$ cat src/rtl/plot_sequencer.sv
// -----------------------------------------------------------------------------
// plot_sequencer
//   Draw sequencer for the VGA plot path. It emits one pixel per cycle
//   (x, y, colour, plot) towards vga_adapter.
//
//   Game flow:
//   - A start pulse clears the screen with a raster sweep.
//   - Play then repeats rounds. Each round draws every player position and
//     then one timer-bar pixel.
//   - When the bar-length game timer expires, the current round finishes.
//     The screen is cleared again and a filled box is drawn in the winner's
//     colour.
//
// Ports
//   CLOCK_50      in  system clock, rising edge
//   reset         in  synchronous active-high reset
//   start         in  1-cycle pulse, starts a new game (IDLE/DONE only)
//   timer_tick    in  1-cycle pulse, advances the game timer while running
//   player_pos    in  packed {x,y} per player, player i at [i*POS_W +: POS_W]
//   player_colour in  3-bit colour per player, player i at [i*3 +: 3]
//   winner        in  winning player index, latched when the final clear begins
//   x, y, colour  out pixel to write
//   plot          out pixel valid strobe, one cycle per pixel
//   running       out game in progress
//   game_over     out winner box finished, held until start/reset
// -----------------------------------------------------------------------------
module plot_sequencer #(
   parameter int NUM_PLAYERS = 4,
   parameter int X_W         = 8,
   parameter int Y_W         = 7,
   parameter int X_MAX       = 159,
   parameter int Y_MAX       = 119,
   parameter int TIMER_Y     = 119,
   parameter int TIMER_LEN   = 159,
   parameter int BOX_X       = 76,
   parameter int BOX_Y       = 55,
   parameter int BOX_W       = 8,
   parameter int BOX_H       = 8
) (
   input  logic                               CLOCK_50,
   input  logic                               reset,
   input  logic                               start,
   input  logic                               timer_tick,
   input  logic [NUM_PLAYERS*(X_W+Y_W)-1:0]   player_pos,
   input  logic [NUM_PLAYERS*3-1:0]           player_colour,
   input  logic [2:0]                         winner,
   output logic [X_W-1:0]                     x,
   output logic [Y_W-1:0]                     y,
   output logic [2:0]                         colour,
   output logic                               plot,
   output logic                               running,
   output logic                               game_over
);

   localparam int POS_W = X_W + Y_W;

   localparam logic [X_W-1:0] X_LAST_C    = X_W'(X_MAX);
   localparam logic [Y_W-1:0] Y_LAST_C    = Y_W'(Y_MAX);
   localparam logic [Y_W-1:0] TIMER_Y_C   = Y_W'(TIMER_Y);
   localparam logic [X_W-1:0] TLEN_C      = X_W'(TIMER_LEN);
   localparam logic [X_W-1:0] TLEN_M1_C   = X_W'(TIMER_LEN - 1);
   localparam logic [X_W-1:0] BOX_X_C     = X_W'(BOX_X);
   localparam logic [Y_W-1:0] BOX_Y_C     = Y_W'(BOX_Y);
   localparam logic [X_W-1:0] BOX_X_LAST_C = X_W'(BOX_W - 1);
   localparam logic [Y_W-1:0] BOX_Y_LAST_C = Y_W'(BOX_H - 1);
   localparam logic [3:0]     IDX_LAST_C  = 4'(NUM_PLAYERS - 1);
   localparam logic [X_W-1:0] X_ONE_C     = X_W'(1);
   localparam logic [Y_W-1:0] Y_ONE_C     = Y_W'(1);

   typedef enum logic [2:0] {
      ST_IDLE     = 3'd0,
      ST_PRECLEAR = 3'd1,
      ST_PLAYERS  = 3'd2,
      ST_TIMER    = 3'd3,
      ST_CLEAR    = 3'd4,
      ST_WINNER   = 3'd5,
      ST_DONE     = 3'd6
   } state_t;

   state_t           state_r;
   logic [X_W-1:0]   sweep_x_r;
   logic [Y_W-1:0]   sweep_y_r;
   logic [3:0]       idx_r;
   logic [X_W-1:0]   box_x_r;
   logic [Y_W-1:0]   box_y_r;
   logic [X_W-1:0]   count_r;
   logic [2:0]       win_r;

   logic [POS_W-1:0] cur_pos_s;
   logic [2:0]       cur_col_s;
   logic [2:0]       win_col_s;

   // Position of player idx. The loop is a plain mux, so no index can go out of range.
   function automatic logic [POS_W-1:0] pos_of(input logic [3:0] idx,
                                               input logic [NUM_PLAYERS*POS_W-1:0] pos);
      logic [POS_W-1:0] p;
      p = '0;
      for (int i = 0; i < NUM_PLAYERS; i++) begin
         if (idx == 4'(i)) begin
            p = pos[i*POS_W +: POS_W];
         end
      end
      return p;
   endfunction

   // Colour of player idx. An index with no matching player gives white (111).
   function automatic logic [2:0] colour_of(input logic [3:0] idx,
                                            input logic [NUM_PLAYERS*3-1:0] cols);
      logic [2:0] c;
      c = 3'b111;
      for (int i = 0; i < NUM_PLAYERS; i++) begin
         if (idx == 4'(i)) begin
            c = cols[i*3 +: 3];
         end
      end
      return c;
   endfunction

   assign cur_pos_s = pos_of(idx_r, player_pos);
   assign cur_col_s = colour_of(idx_r, player_colour);
   assign win_col_s = colour_of({1'b0, win_r}, player_colour);

   // Sequencer state machine, registered pixel outputs and game timer
   always_ff @(posedge CLOCK_50) begin
      if (reset) begin
         state_r   <= ST_IDLE;
         x         <= '0;
         y         <= '0;
         colour    <= 3'b000;
         plot      <= 1'b0;
         running   <= 1'b0;
         game_over <= 1'b0;
         count_r   <= '0;
         win_r     <= 3'd0;
         sweep_x_r <= '0;
         sweep_y_r <= '0;
         idx_r     <= 4'd0;
         box_x_r   <= '0;
         box_y_r   <= '0;
      end else begin
         plot <= 1'b0;

         // The timer runs independently of the draw state. The expiring tick
         // only clears running. The round in progress still completes.
         if (running && timer_tick) begin
            if (count_r < TLEN_M1_C) begin
               count_r <= count_r + X_ONE_C;
            end else begin
               count_r <= TLEN_C;
               running <= 1'b0;
            end
         end

         case (state_r)
            ST_IDLE, ST_DONE: begin
               if (start) begin
                  count_r   <= '0;
                  game_over <= 1'b0;
                  sweep_x_r <= '0;
                  sweep_y_r <= '0;
                  state_r   <= ST_PRECLEAR;
               end else if (state_r == ST_DONE) begin
                  game_over <= 1'b1;
               end
            end

            ST_PRECLEAR, ST_CLEAR: begin
               x      <= sweep_x_r;
               y      <= sweep_y_r;
               colour <= 3'b000;
               plot   <= 1'b1;
               if (sweep_x_r == X_LAST_C) begin
                  sweep_x_r <= '0;
                  if (sweep_y_r == Y_LAST_C) begin
                     sweep_y_r <= '0;
                     if (state_r == ST_PRECLEAR) begin
                        running <= 1'b1;
                        idx_r   <= 4'd0;
                        state_r <= ST_PLAYERS;
                     end else begin
                        box_x_r <= '0;
                        box_y_r <= '0;
                        state_r <= ST_WINNER;
                     end
                  end else begin
                     sweep_y_r <= sweep_y_r + Y_ONE_C;
                  end
               end else begin
                  sweep_x_r <= sweep_x_r + X_ONE_C;
               end
            end

            ST_PLAYERS: begin
               x      <= cur_pos_s[POS_W-1:Y_W];
               y      <= cur_pos_s[Y_W-1:0];
               colour <= cur_col_s;
               plot   <= 1'b1;
               if (idx_r == IDX_LAST_C) begin
                  idx_r   <= 4'd0;
                  state_r <= ST_TIMER;
               end else begin
                  idx_r <= idx_r + 4'd1;
               end
            end

            ST_TIMER: begin
               // The bar grows one pixel per tick. Once the timer is full, nothing is plotted.
               if (count_r < TLEN_C) begin
                  x      <= count_r;
                  y      <= TIMER_Y_C;
                  colour <= 3'b111;
                  plot   <= 1'b1;
               end
               if (running) begin
                  state_r <= ST_PLAYERS;
               end else begin
                  win_r     <= winner;
                  sweep_x_r <= '0;
                  sweep_y_r <= '0;
                  state_r   <= ST_CLEAR;
               end
            end

            ST_WINNER: begin
               x      <= BOX_X_C + box_x_r;
               y      <= BOX_Y_C + box_y_r;
               colour <= win_col_s;
               plot   <= 1'b1;
               if (box_x_r == BOX_X_LAST_C) begin
                  box_x_r <= '0;
                  if (box_y_r == BOX_Y_LAST_C) begin
                     box_y_r <= '0;
                     state_r <= ST_DONE;
                  end else begin
                     box_y_r <= box_y_r + Y_ONE_C;
                  end
               end else begin
                  box_x_r <= box_x_r + X_ONE_C;
               end
            end

            default: begin
               state_r <= ST_IDLE;
            end
         endcase
      end
   end

endmodule

$ cat config.mk
export PLATFORM = sky130hd
export DESIGN_NAME = plot_sequencer
export DESIGN_NICKNAME = d
export VERILOG_FILES = /design/src/rtl/plot_sequencer.sv
export SDC_FILE = /design/constraint.sdc
export NUM_CORES = 1
export LEC_CHECK = 0
export ABC_AREA = 0
export CAP_MARGIN = 40
export CORE_MARGIN = 8
export CORE_UTILIZATION = 51
export CTS_CLUSTER_SIZE = 12
export DETAILED_ROUTE_END_ITERATION = 6
export PLACE_DENSITY = 0.81
export SYNTH_ARGS = -nofsm -noshare
export SYNTH_HDL_FRONTEND = slang
export SYNTH_SLANG_ARGS = --single-unit
$ cat constraint.sdc
create_clock -name CLOCK_50 -period 2.3 [get_ports CLOCK_50]
set_input_delay 0.345 -clock CLOCK_50 [delete_from_list [all_inputs] [get_ports CLOCK_50]]
set_output_delay 0.345 -clock CLOCK_50 [all_outputs]
set_load 0.02 [all_outputs]
# == Yosys cells after proc, flatten, opt, wreduce, memory -nomap -nowiden ==
# Cells that the tools add are included.
# totals
out_inout_bits,21
word_cells,138
n_memories,0
reg_bits,69
mem_bits_ro,0
ramBits,0
input_bits,79
latch_bits,0
# op_classes
muxes,66
div_mod_pow,0
reduce_logical,21
bitwise_logic,1
addsub,8
n_eq_ne,26
order_cmp,2
n_shift,0
n_mul,0
# ops
cell,count
2-to-1 mux 8 bit,12
2-to-1 mux 7 bit,10
2-to-1 mux 15 bit,4
2-to-1 mux 3 bit,17
case mux 8 bit (4 select lines),1
case mux 7 bit (4 select lines),1
"adder 8 x 1 -> 8 bit, second input constant",3
case mux 8 bit (3 select lines),1
case mux 7 bit (3 select lines),1
"!= test 2 bit, second input constant",10
"< comparator 8 bit, second input constant",2
2-to-1 mux 4 bit,4
case mux 8 bit (2 select lines),1
case mux 3 bit (5 select lines),1
"adder 7 x 1 -> 7 bit, second input constant",2
case mux 7 bit (2 select lines),1
"== test 3 x 2 -> 1 bit, second input constant",4
case mux 3 bit (4 select lines),1
AND reduction 4 bit,3
"== test 3 bit, second input constant",3
2-to-1 mux 1 bit,9
"adder 7 x 8 -> 8 bit, first input constant",1
"== test 4 x 2 -> 1 bit, second input constant",2
"== test 8 x 3 -> 1 bit, second input constant",1
other kinds (22),29

# == Logic depth before layout (Yosys ltp) ==
# depth
ltp_word,7
ltp_mapped,8
mapped_depth_nobuf,7

# == Worst setup path before layout ==
# No wires, ideal clock.
# synth_path
path_type,reg2reg
startpoint,reg sweep_x_r[0]
endpoint,reg state_r[0]
path_buffers,0
arrival_ps,1968
path_slack_ps,265
period_less_slack_ps,2035
required_time_ps,2233
stages_incl_launch_ff,7
setup_time_ps,67
cell_sequence,dfxtp_1 > ha_1 > nand4_1 > nor4_4 > o22ai_1 > a2111o_1 > a21oi_2
# synth_between
elab_chain_len,3
# synth_lines
element,line_no,text
from (decl),81,logic [X_W-1:0] sweep_x_r;
from (signal assigned),189,sweep_x_r <= sweep_x_r + X_ONE_C;
== test 8 bit,172,if (sweep_x_r == X_LAST_C) begin
!= test 2 bit (no source line),-,
AND reduction 6 bit (no source line),-,
to (signal assigned),179,state_r <= ST_PLAYERS;
to (signal assigned),183,state_r <= ST_WINNER;
to (signal assigned),200,state_r <= ST_TIMER;
to (decl),80,state_t state_r;
# Every way passes these cells.
# A chain may end at the register's enable or synchronous reset.

# == Worst setup path after layout ==
# layout_path
startpoint,reg idx_r[1]
endpoint,reg x[7]
# layout_between
elab_chain_len,6
word_cells_on_any_way,9
classes_between,eq/ne: 3; mux: 5; reduce/logical: 1
# layout_lines
element,line_no,text
from (decl),83,logic [3:0] idx_r;
from (signal assigned),202,idx_r <= idx_r + 4'd1;
logical NOT 4 bit,99,if (idx == 4'(i)) begin
2-to-1 mux 15 bit (3 in series),99,
2-to-1 mux 15 bit (*),99,
case mux 8 bit (4 select lines) (*),154,case (state_r)
to (signal assigned),168,x <= sweep_x_r;
to (signal assigned),194,x <= cur_pos_s[POS_W-1:Y_W];
to (signal assigned),209,x <= count_r;
to (decl),47,"output logic [X_W-1:0] x,"
# Mark *: on every way between the ends. The rest lies on a longest branch, timed or not.

==> impl_metrics.csv <==
group,metric,value,unit
yosys,async_flop_share,0,%
pwr,p_per_area,869,nW/um2
finish,post-route-util,69.8,%
clocking,cts-root-buf,"clkbuf_8",
timing,worst_pin_slew,0.586,ns
detailed_routing,drc,0,
finish,fin_nets,782,
clocking,cts_tree,"built",
timing,fin_skew,0.00789,ns
clocking,cts.sinks,69,
clocking,cts_buffer_depth,2,
detailed_routing,vias,5157,
floorplan,die_area,12100,um2
setup_path,critPathKind,"reg -> reg",
placed_design,io_buffers,99,
status,outcome,"complete, no violations",
grt,gr-usage-all-layers,25.8,%
setup_path,arrival,2.44,ns
clocking,htree_levels,3,
setup_path,startpoint,"idx_r[1]",
yosys,synth_area,4510,um2
detailed_routing,wl,16.2,mm
setup_path,slowest_delay,0.43,ns
clocking,numCtsBuffers,9,
floorplan,row_count,34,
grt,antenna_found_initial,0,
timing,min_period,2.18,ns
yosys,synthFlopType,"dfxtp_1",
finish,n_antenna_cell,0,
floorplan,die_y,110,um
finish,fillCellCount,703,
placed_design,dp_slack,0.130,ns
hold_path,min_from,"reset",
timing,rsz0062_at_grt,"false",
setup_path,crit_chain,"inv_1, ha_1, nor2b_1, buf_4, a22oi_1, o21ai_1, a21boi_0, a311oi_1",
timing,slew_viol_final,0,
yosys,ys_seq_area_share,30.6,%
clocking,cts.clk_slew.worst_paths,0.08,ns
setup_path,end_kind,"flop",
hold_path,hold_path_class,"in -> reg",
job,maxCapViolCount,0,
finish,layout-drive-gt1-share,11.4,%
yosys,synth_cell_type_count,75,
detailed_routing,drt_pass1_iterations,6,
grt,overflow,0,
setup_path,critPathRequiredTime,2.55,ns
grt,grt_max_degree,49,
floorplan,core_area,8640,um2
timing,relSlewSlack,60.9,%
detailed_routing,via_per_inst,6.42,
timing,hold_viol_final,0,
grt,grt_pass1_wl,24.5,mm
timing,fmax,458,MHz
timing,min_period_over_period,94.9,%
yosys,yosys_warnings,0,
yosys,ys_ff_latch,69,
setup_path,crit_family,"compound AO/OA/AOI/OAI gates",
grt,grt_pass1_vias,4675,
detailed_routing,drt_iter0_drc,574,
yosys,synth_edf_count,0,
floorplan,die_width,110,um
yosys,syn_area_per_cell,7.80,um2
setup_path,r2r_start,"idx_r[1]",
finish,area_growth,33.7,%
detailed_routing,postRouteAntennaNets,0,
yosys,synth_cells,578,
floorplan,initial_core_util,52.2,%
clocking,clock_latency,0.35,ns
placed_design,dpl.hpwl,12.3,mm
timing,setup_slack,0.118,ns
timing,finalSetupViolCount,0,
yosys,synth_fp_nets,670,
timing,fin_setup_tns,0,ns
floorplan,num_io_pins,100,
detailed_routing,wire_per_inst,20.2,um
setup_path,path_max_fanout,8,
pwr,vdd_ir_drop_max,0.443,mV
setup_path,start_kind,"flop",
pwr,power.leakage,2.14,nW
setup_path,cp.buffers_inverters,2,
placed_design,gp_congestion,0.944,
setup_path,critPathSlowestCell,"dfxtp_1",
cells by family (layout without fill, tap and decap cells):
family / after synthesis / after routing / share of synthesized area [%]
fa+ha+maj: 13 / 13 / 3.61
buf+inv: 60 / 177 / 5.30
simple gates: 209 / 209 / 23.9
compound gates: 199 / 199 / 30.9
mux: 7 / 7 / 1.64
xor+xnor: 21 / 21 / 4.08
flops: 69 / 69 / 30.6
cell usage after synthesis (5+ instances only):
cell,number,share of area [%]
a211oi_1,12,2.0
a21oi_1,37,4.1
a221o_1,6,1.3
a221oi_1,8,1.6
a22oi_1,7,1.2
a311oi_1,13,2.5
a31oi_1,9,1.2
and3_1,7,0.97
buf_2,5,0.55
clkbuf_1,29,2.4
dfxtp_1,69,31
ha_1,13,3.6
inv_1,20,1.7
nand2_1,44,3.7
nand2b_1,14,1.9
nand3_1,16,1.8
nand4_1,6,0.83
nor2_1,66,5.5
nor2b_1,6,0.83
nor3_1,13,1.4
o2111ai_1,5,0.97
o211ai_1,11,1.8
o21ai_0,41,4.6
o22ai_1,6,0.83
xnor2_1,12,2.3
xor2_1,9,1.7
tightest hold or removal path: stages:
cell	delay, ns
buf_2	0.09
inv_1	0.04
buf_4	0.18
o311a_1	0.12
placed cells by master, fill, tap and decap left out, drive strengths merged, types with 5 or more instances in the layout:
cell,Yosys,final
a221o,6,6
and3,7,7
buf,9,41
o22ai,6,6
a31oi,9,9
a311oi,13,13
clkbuf,29,11
clkdlybuf4s50,0,98
inv,20,20
ha,13,13
a21oi,39,39
o21ai,41,41
nand2b,14,14
a22oi,7,7
nand4,7,7
or3b,5,5
a221oi,8,8
nand2,44,44
nand3,16,16
dfxtp,69,69
xnor2,12,12
nor2b,6,6
xor2,9,9
o2111ai,5,5
nor3,14,14
o211ai,11,11
nor2,66,66
and2,6,6
a211oi,14,14
stage by stage:
stage               hold slack (ns)  total power, W  instance area [um2]  std cells
floorplan                     0.463         0.00304                 4510        578
global placement              0.473         0.00399                 5780        786
detailed placement            0.483         0.00405                 5780        786
CTS                           0.458         0.00519                 6000        802
global route                  0.486         0.00552                 6030        803
finish                        0.475         0.00524                 6030        803
report_power, final:
| group | internal, W | total (W) | switching [W] | leakage [nW] |
|---|---|---|---|---|
| clock network | 0.000643 | 0.00113 | 0.000491 | 0.106 |
| logic | 0.00109 | 0.00262 | 0.00153 | 1.47 |
| registers | 0.00134 | 0.00149 | 0.000142 | 0.560 |
path summary, 6_finish.rpt:
check                 endpoint  slack, ns  cells after the start
setup / recovery          x[7]       0.12                      8
hold / removal    sweep_x_r[7]       0.48                      4
setup reg to reg          x[7]       0.12                      8
hold reg to reg           y[3]       0.50                      2
area by class of cell:
| class | count | area (um2) | share of cell area, % |
|---|---|---|---|
| multi-input combinational | 449 | 2920 | 48.4 |
| sequential | 69 | 1380 | 22.9 |
| timing repair buffer | 139 | 1290 | 21.3 |
| inverter | 22 | 82.6 | 1.37 |
| clock buffer | 11 | 141 | 2.35 |
| clock inverter | 5 | 83.8 | 1.39 |
| tap | 108 | 135 | 2.24 |
layer usage:
metal  track usage [%]  up-vias  routed length, um  share of wire (%)
li1                  -     2389                  -                  -
met1              33.1     2422               6410                 40
met2              41.2      300               7780                 48
met3              5.47       46               1520                9.4
met4              10.6        0                493                3.0
met5                 0        -                  0                  0
flip-flops by register name, summed over array words and instances (netlist names), 4 cells and up:
signal and count:
box_x_r 8, box_y_r 7, count_r 8, idx_r 4, sweep_x_r 8, sweep_y_r 7
x 8, y 7
repair_timing:
| item | 4_1_cts | 5_1_grt |
|---|---|---|
| buffers inserted | 0 | 1 |
| hold buffers | 0 | 0 |
| setup endpoints to repair | 0 | 10 |
| resized for setup | 0 | 5 |
(Power assumes the default switching activity.)
==> variant 1 (same flow settings) <==
Make the reset (`reset`) asynchronous in one clocked block. Comments in the files are not updated.
--- a/src/rtl/plot_sequencer.sv
+++ b/src/rtl/plot_sequencer.sv
@@ -123,3 +123,3 @@
    // Sequencer state machine, registered pixel outputs and game timer
-   always_ff @(posedge CLOCK_50) begin
+   always_ff @(posedge CLOCK_50 or posedge reset) begin
       if (reset) begin
Behaviour: differs if reset is asserted again (counterexample within 4 cycles, from zero or initial values and one cycle with reset high); with reset held inactive, the same outputs for 10 cycles.
==> variant 1 against the original RTL <==
Final area grew 4.1%; setup slack improved by 23 ps; sequential share of layout area is 4.6 points higher; sequential cell count unchanged; area after synthesis up 7.5%; non-clock buffer count is 7 lower; via count down 2.8%; first-iteration DRC count shrank 4.9%; utilization shrank 1.9 points; routed wire length is 3.3% lower; critical path type unchanged.
Power is not compared: it rests on default switching activity, and its combinational part moved more than twofold at a synthesized area within 25%.
==> variant 1: results (changes against the original RTL) <==
.. list-table::
   :header-rows: 1

   * - Metric
     - Value
   * - Status
     - completed (unchanged)
   * - First-pass GRT wire length
     - 25400 microns (was 24500 microns)
   * - Wl on met1
     - 6650 microns (was 6410 microns)
   * - Register-to-register setup slack
     - 140 ps (was 120 ps)
   * - Pin count of the biggest net entering global routing
     - 45 (was 49)
   * - Gr usage total
     - 0.243 (was 0.258)
   * - Met1 routing resource usage after global routing
     - 0.313 (was 0.331)
   * - Via density
     - 6.15 (was 6.42)
   * - Complex-gate fraction of the synthesized area
     - 0.277 (was 0.309)
   * - Number of cells in the design after placement
     - 797 (was 786)
   * - Worst clock skew
     - 9.16 ps (was 7.89 ps)
   * - Min-Delay Path Class
     - in2async (was in2reg)
   * - Highest fanout seen on the critical path
     - 10 (was 8)
   * - Worst slack at placement
     - 121 ps (was 130 ps)
   * - Critical path startpoint
     - state_r[2] (was idx_r[1])
   * - Per-cell routed wire length
     - 19.2 microns (was 20.2 microns)
   * - Area fraction of clock buffers and clock inverters
     - 0.0331 (was 0.0374)
   * - Slew at the pin with the worst max-slew slack
     - 659 ps (was 586 ps)
   * - Synth cell types
     - 72 (was 75)
   * - Proportion of register bits with asynchronous set or reset after synthesis
     - 1.00 (was 0)
   * - XOR/XNOR share of the synthesized area
     - 0.0325 (was 0.0408)
   * - Net count of the mapped netlist
     - 672 (was 670)
   * - Area occupied by multi-input gates
     - 0.00285 sq mm (was 0.00292 sq mm)
   * - Fin nets
     - 773 (was 782)
   * - Biggest area contributors in the synthesized netlist
     - sky130_fd_sc_hd__dfrtp_1 (36%), sky130_fd_sc_hd__nand2_1 (5.2%), sky130_fd_sc_hd__o21ai_0 (4.6%) (was sky130_fd_sc_hd__dfxtp_1 (31%), sky130_fd_sc_hd__nor2_1 (5.5%), sky130_fd_sc_hd__o21ai_0 (4.6%))
   * - Grt met3 use
     - 0.0555 (was 0.0547)
   * - Synth top cells by count
     - sky130_fd_sc_hd__dfrtp_1 (69), sky130_fd_sc_hd__nand2_1 (67), sky130_fd_sc_hd__nor2_1 (52) (was sky130_fd_sc_hd__dfxtp_1 (69), sky130_fd_sc_hd__nor2_1 (66), sky130_fd_sc_hd__nand2_1 (44))
   * - Critical Path Max Stage Delay
     - 580 ps (was 430 ps)
   * - Amount of wire on met2 after detailed routing
     - 7000 microns (was 7780 microns)
   * - Filler cell count
     - 748 (was 703)
   * - Cell area after placement
     - 0.00605 sq mm (was 0.00578 sq mm)
   * - Non-CTS inverters
     - 23 (was 22)
   * - Num sequential
     - 69 (unchanged)
   * - Die X
     - 113 microns (was 110 microns)
   * - Number of global-route vias before repair
     - 4836 (was 4675)
   * - Total number of multi-input combinational cells
     - 446 (was 449)
   * - Portion of netlist area occupied by mux cells
     - 0.0201 (was 0.0164)
   * - Slowest stage cell on the critical path
     - sky130_fd_sc_hd__o21ai_1 (was sky130_fd_sc_hd__dfxtp_1)
   * - Fraction of the yosys area taken by sequential cells
     - 0.356 (was 0.306)
   * - Global routing met2 resource utilization
     - 0.385 (was 0.412)
[variant 1: cell types whose count changed in the layout (fill, tap and decap cells not counted), moves of 7 or more]
| cell | change |
|---|---|
| sky130_fd_sc_hd__a21oi_1 | -9 |
| sky130_fd_sc_hd__a31oi_1 | +13 |
| sky130_fd_sc_hd__o211ai_1 | -10 |
| sky130_fd_sc_hd__nand2_1 | +23 |
| sky130_fd_sc_hd__a311oi_1 | -13 |
| sky130_fd_sc_hd__nor2_1 | -14 |
| sky130_fd_sc_hd__buf_4 | -7 |
| sky130_fd_sc_hd__dfxtp_1 | -68 |
| sky130_fd_sc_hd__a221oi_1 | +11 |
| sky130_fd_sc_hd__dfrtp_1 | +69 |
[variant 1: kinds of logic (layout without fill, tap and decap cells)]
family	after synthesis	in the layout
compound gates	192	192
buf+inv	65	171
xor+xnor	18	18
mux	9	9
simple gates	213	213
fa+ha+maj	14	14
flops	69	69
==> variant 2 (same settings) <==
Without the edit above. The parameter `Y_W` goes from 7 to 8.
--- a/src/rtl/plot_sequencer.sv
+++ b/src/rtl/plot_sequencer.sv
@@ -29,3 +29,3 @@
    parameter int X_W         = 8,
-   parameter int Y_W         = 7,
+   parameter int Y_W         = 8,
    parameter int X_MAX       = 159,
Interface: changed (resized player_pos and y); port bits go from 100 to 105. No check against the original RTL was run, so the function may have changed too.
==> variant 2 against the original RTL <==
The run now ends with setup timing left; routed wire length rose by 2.5%; first-iteration DRC count decreased by 24%; synthesized cell count is 3.3% higher; setup slack lost 200 ps; clock skew rose by 1.2 ps; hold slack got worse by 27 ps; total power grew 2.8%; sequential cell count increased by 3; area after synthesis rose by 2.9%; final area increased by 5.8%; largest cell class unchanged; largest power group unchanged; highest routed layer unchanged.
==> variant 2: results (changes against the original RTL) <==
.. list-table::
   :header-rows: 1

   * - Metric
     - Value
   * - DPL Wire Length
     - 12800 microns (was 12300 microns)
   * - Per-cell routed wire length
     - 19.7 microns (was 20.2 microns)
   * - Highest fanout seen on the critical path
     - 10 (was 8)
   * - Fin nets
     - 825 (was 782)
   * - Cell area after placement
     - 0.00611 sq mm (was 0.00578 sq mm)
   * - Setup-violating endpoint count in the final report
     - 1 (was 0)
   * - Layout cell share with drive strength beyond 1
     - 0.140 (was 0.114)
   * - Worst slack at placement
     - -54.7 ps (was 130 ps)
   * - Worst min-delay path endpoint
     - sweep_x_r[0] (was sweep_x_r[7])
   * - Number of search-and-repair iterations in the first detailed-routing pass
     - 5 (was 6)
   * - Total negative setup slack
     - -82.2 ps (was 0 ps)
   * - Number of buffers inserted by port buffering
     - 104 (was 99)
   * - Reg-to-Reg End
     - box_y_r[3] (was x[7])
   * - Hold WS
     - 448 ps (was 475 ps)
   * - Final estimated routing congestion in global placement
     - 0.883 (was 0.944)
   * - Fraction of the yosys area taken by sequential cells
     - 0.311 (was 0.306)
   * - Via density
     - 6.22 (was 6.42)
   * - Worst clock skew
     - 9.08 ps (was 7.89 ps)
   * - Net count of the mapped netlist
     - 693 (was 670)
   * - Final wirelength
     - 16600 microns (was 16200 microns)
   * - Violations in the final reports
     - setup timing
   * - First-pass GRT wire length
     - 26400 microns (was 24500 microns)
   * - Avg Inst Size Synth
     - 7.77 sq um (was 7.80 sq um)
   * - Largest vdd supply drop
     - 598 uV (was 443 uV)
   * - Arrival @ worst endpoint
     - 2630 ps (was 2440 ps)
   * - Synth top cells by count
     - sky130_fd_sc_hd__nor2_1 (79), sky130_fd_sc_hd__dfxtp_1 (72), sky130_fd_sc_hd__a21oi_1 (45) (was sky130_fd_sc_hd__dfxtp_1 (69), sky130_fd_sc_hd__nor2_1 (66), sky130_fd_sc_hd__nand2_1 (44))
   * - Final WS setup
     - -82.2 ps (was 118 ps)
   * - Status
     - finished with violations (was completed)
   * - Gr usage total
     - 0.258 (about the same)
   * - Synth cell types
     - 64 (was 75)
   * - Register-to-register setup slack
     - -80 ps (was 120 ps)
variant 2: cell count changes in the layout (fill, tap and decap cells not counted), sizes merged, moves of 5 or more:
cell | before | now
buf | 41 | 62
nor2 | 66 | 79
nand2 | 44 | 34
o21ai | 41 | 33
nand2b | 14 | 7
a21oi | 39 | 45
nor3 | 14 | 20
a221oi | 8 | 13
clkdlybuf4s50 | 98 | 103
variant 2: worst reg2reg max path, cell delays in order, from the launching register on:
cell and delay (ps):
sky130_fd_sc_hd__dfxtp_1 580, sky130_fd_sc_hd__buf_4 250, sky130_fd_sc_hd__nor2b_1 240, sky130_fd_sc_hd__buf_4 180, sky130_fd_sc_hd__nand3_1 100, sky130_fd_sc_hd__a2111oi_0 670, sky130_fd_sc_hd__xnor2_1 210, sky130_fd_sc_hd__nor2_1 50
variant 2: cell families (layout without fill, tap and decap cells):
logic type,Yosys count,in the layout,share of synthesized area
muxes,8,8,0.0253
AOI/OAI and AO/OA,192,192,0.284
DFF,72,72,0.311
adders and majority gates,13,13,0.0351
and+or+nand+nor,231,231,0.254
buffers and inverters,61,198,0.0531
xor gates and xnor gates,20,20,0.0378
variant 2: worst max-delay path by stage:
stage	start	endpoint	slack [ps]
4_1_cts	state_r[0]	sweep_y_r[5]	40
3_5_place_dp	start	sweep_y_r[4]	-50
5_1_grt	state_r[2]	box_y_r[3]	-230
2_1_floorplan	sweep_y_r[0]	box_y_r[4]	60
3_3_place_gp	start	sweep_y_r[4]	0.4
6_report	state_r[2]	box_y_r[3]	-80
variant 2: power breakdown:
part           internal, mW  switching (mW)  leakage [nW]
Combinational          1.27            1.50          1.60
Clock                 0.556           0.508         0.101
Sequential             1.41           0.134         0.585
Total                  3.24            2.15          2.29
variant 2: cell type report:
| type | count | area [sq um] |
|---|---|---|
| clock buffers | 11 | 151 |
| well taps | 111 | 139 |
| repair buffers | 165 | 1530 |
| clock inverters | 5 | 55.1 |
| inverters | 17 | 63.8 |
| multi-input cells | 464 | 3000 |
| flip-flops and latches | 72 | 1440 |
| fillers | 726 | 2640 |
variant 2: layer usage:
layer	wire, microns	part of all wire	track usage
met4	325	0.020	0.0818
met2	7660	0.46	0.419
met3	1530	0.092	0.0828
met1	7080	0.43	0.315
met5	0	0	0
variant 2: timing repair:
item / CTS / global route
pin swaps: 0 / 2
gates resized for setup: 2 / 10
endpoints found under the setup margin: 2 / 23
endpoints found under the hold margin: 0 / 0
setup buffers: 0 / 1
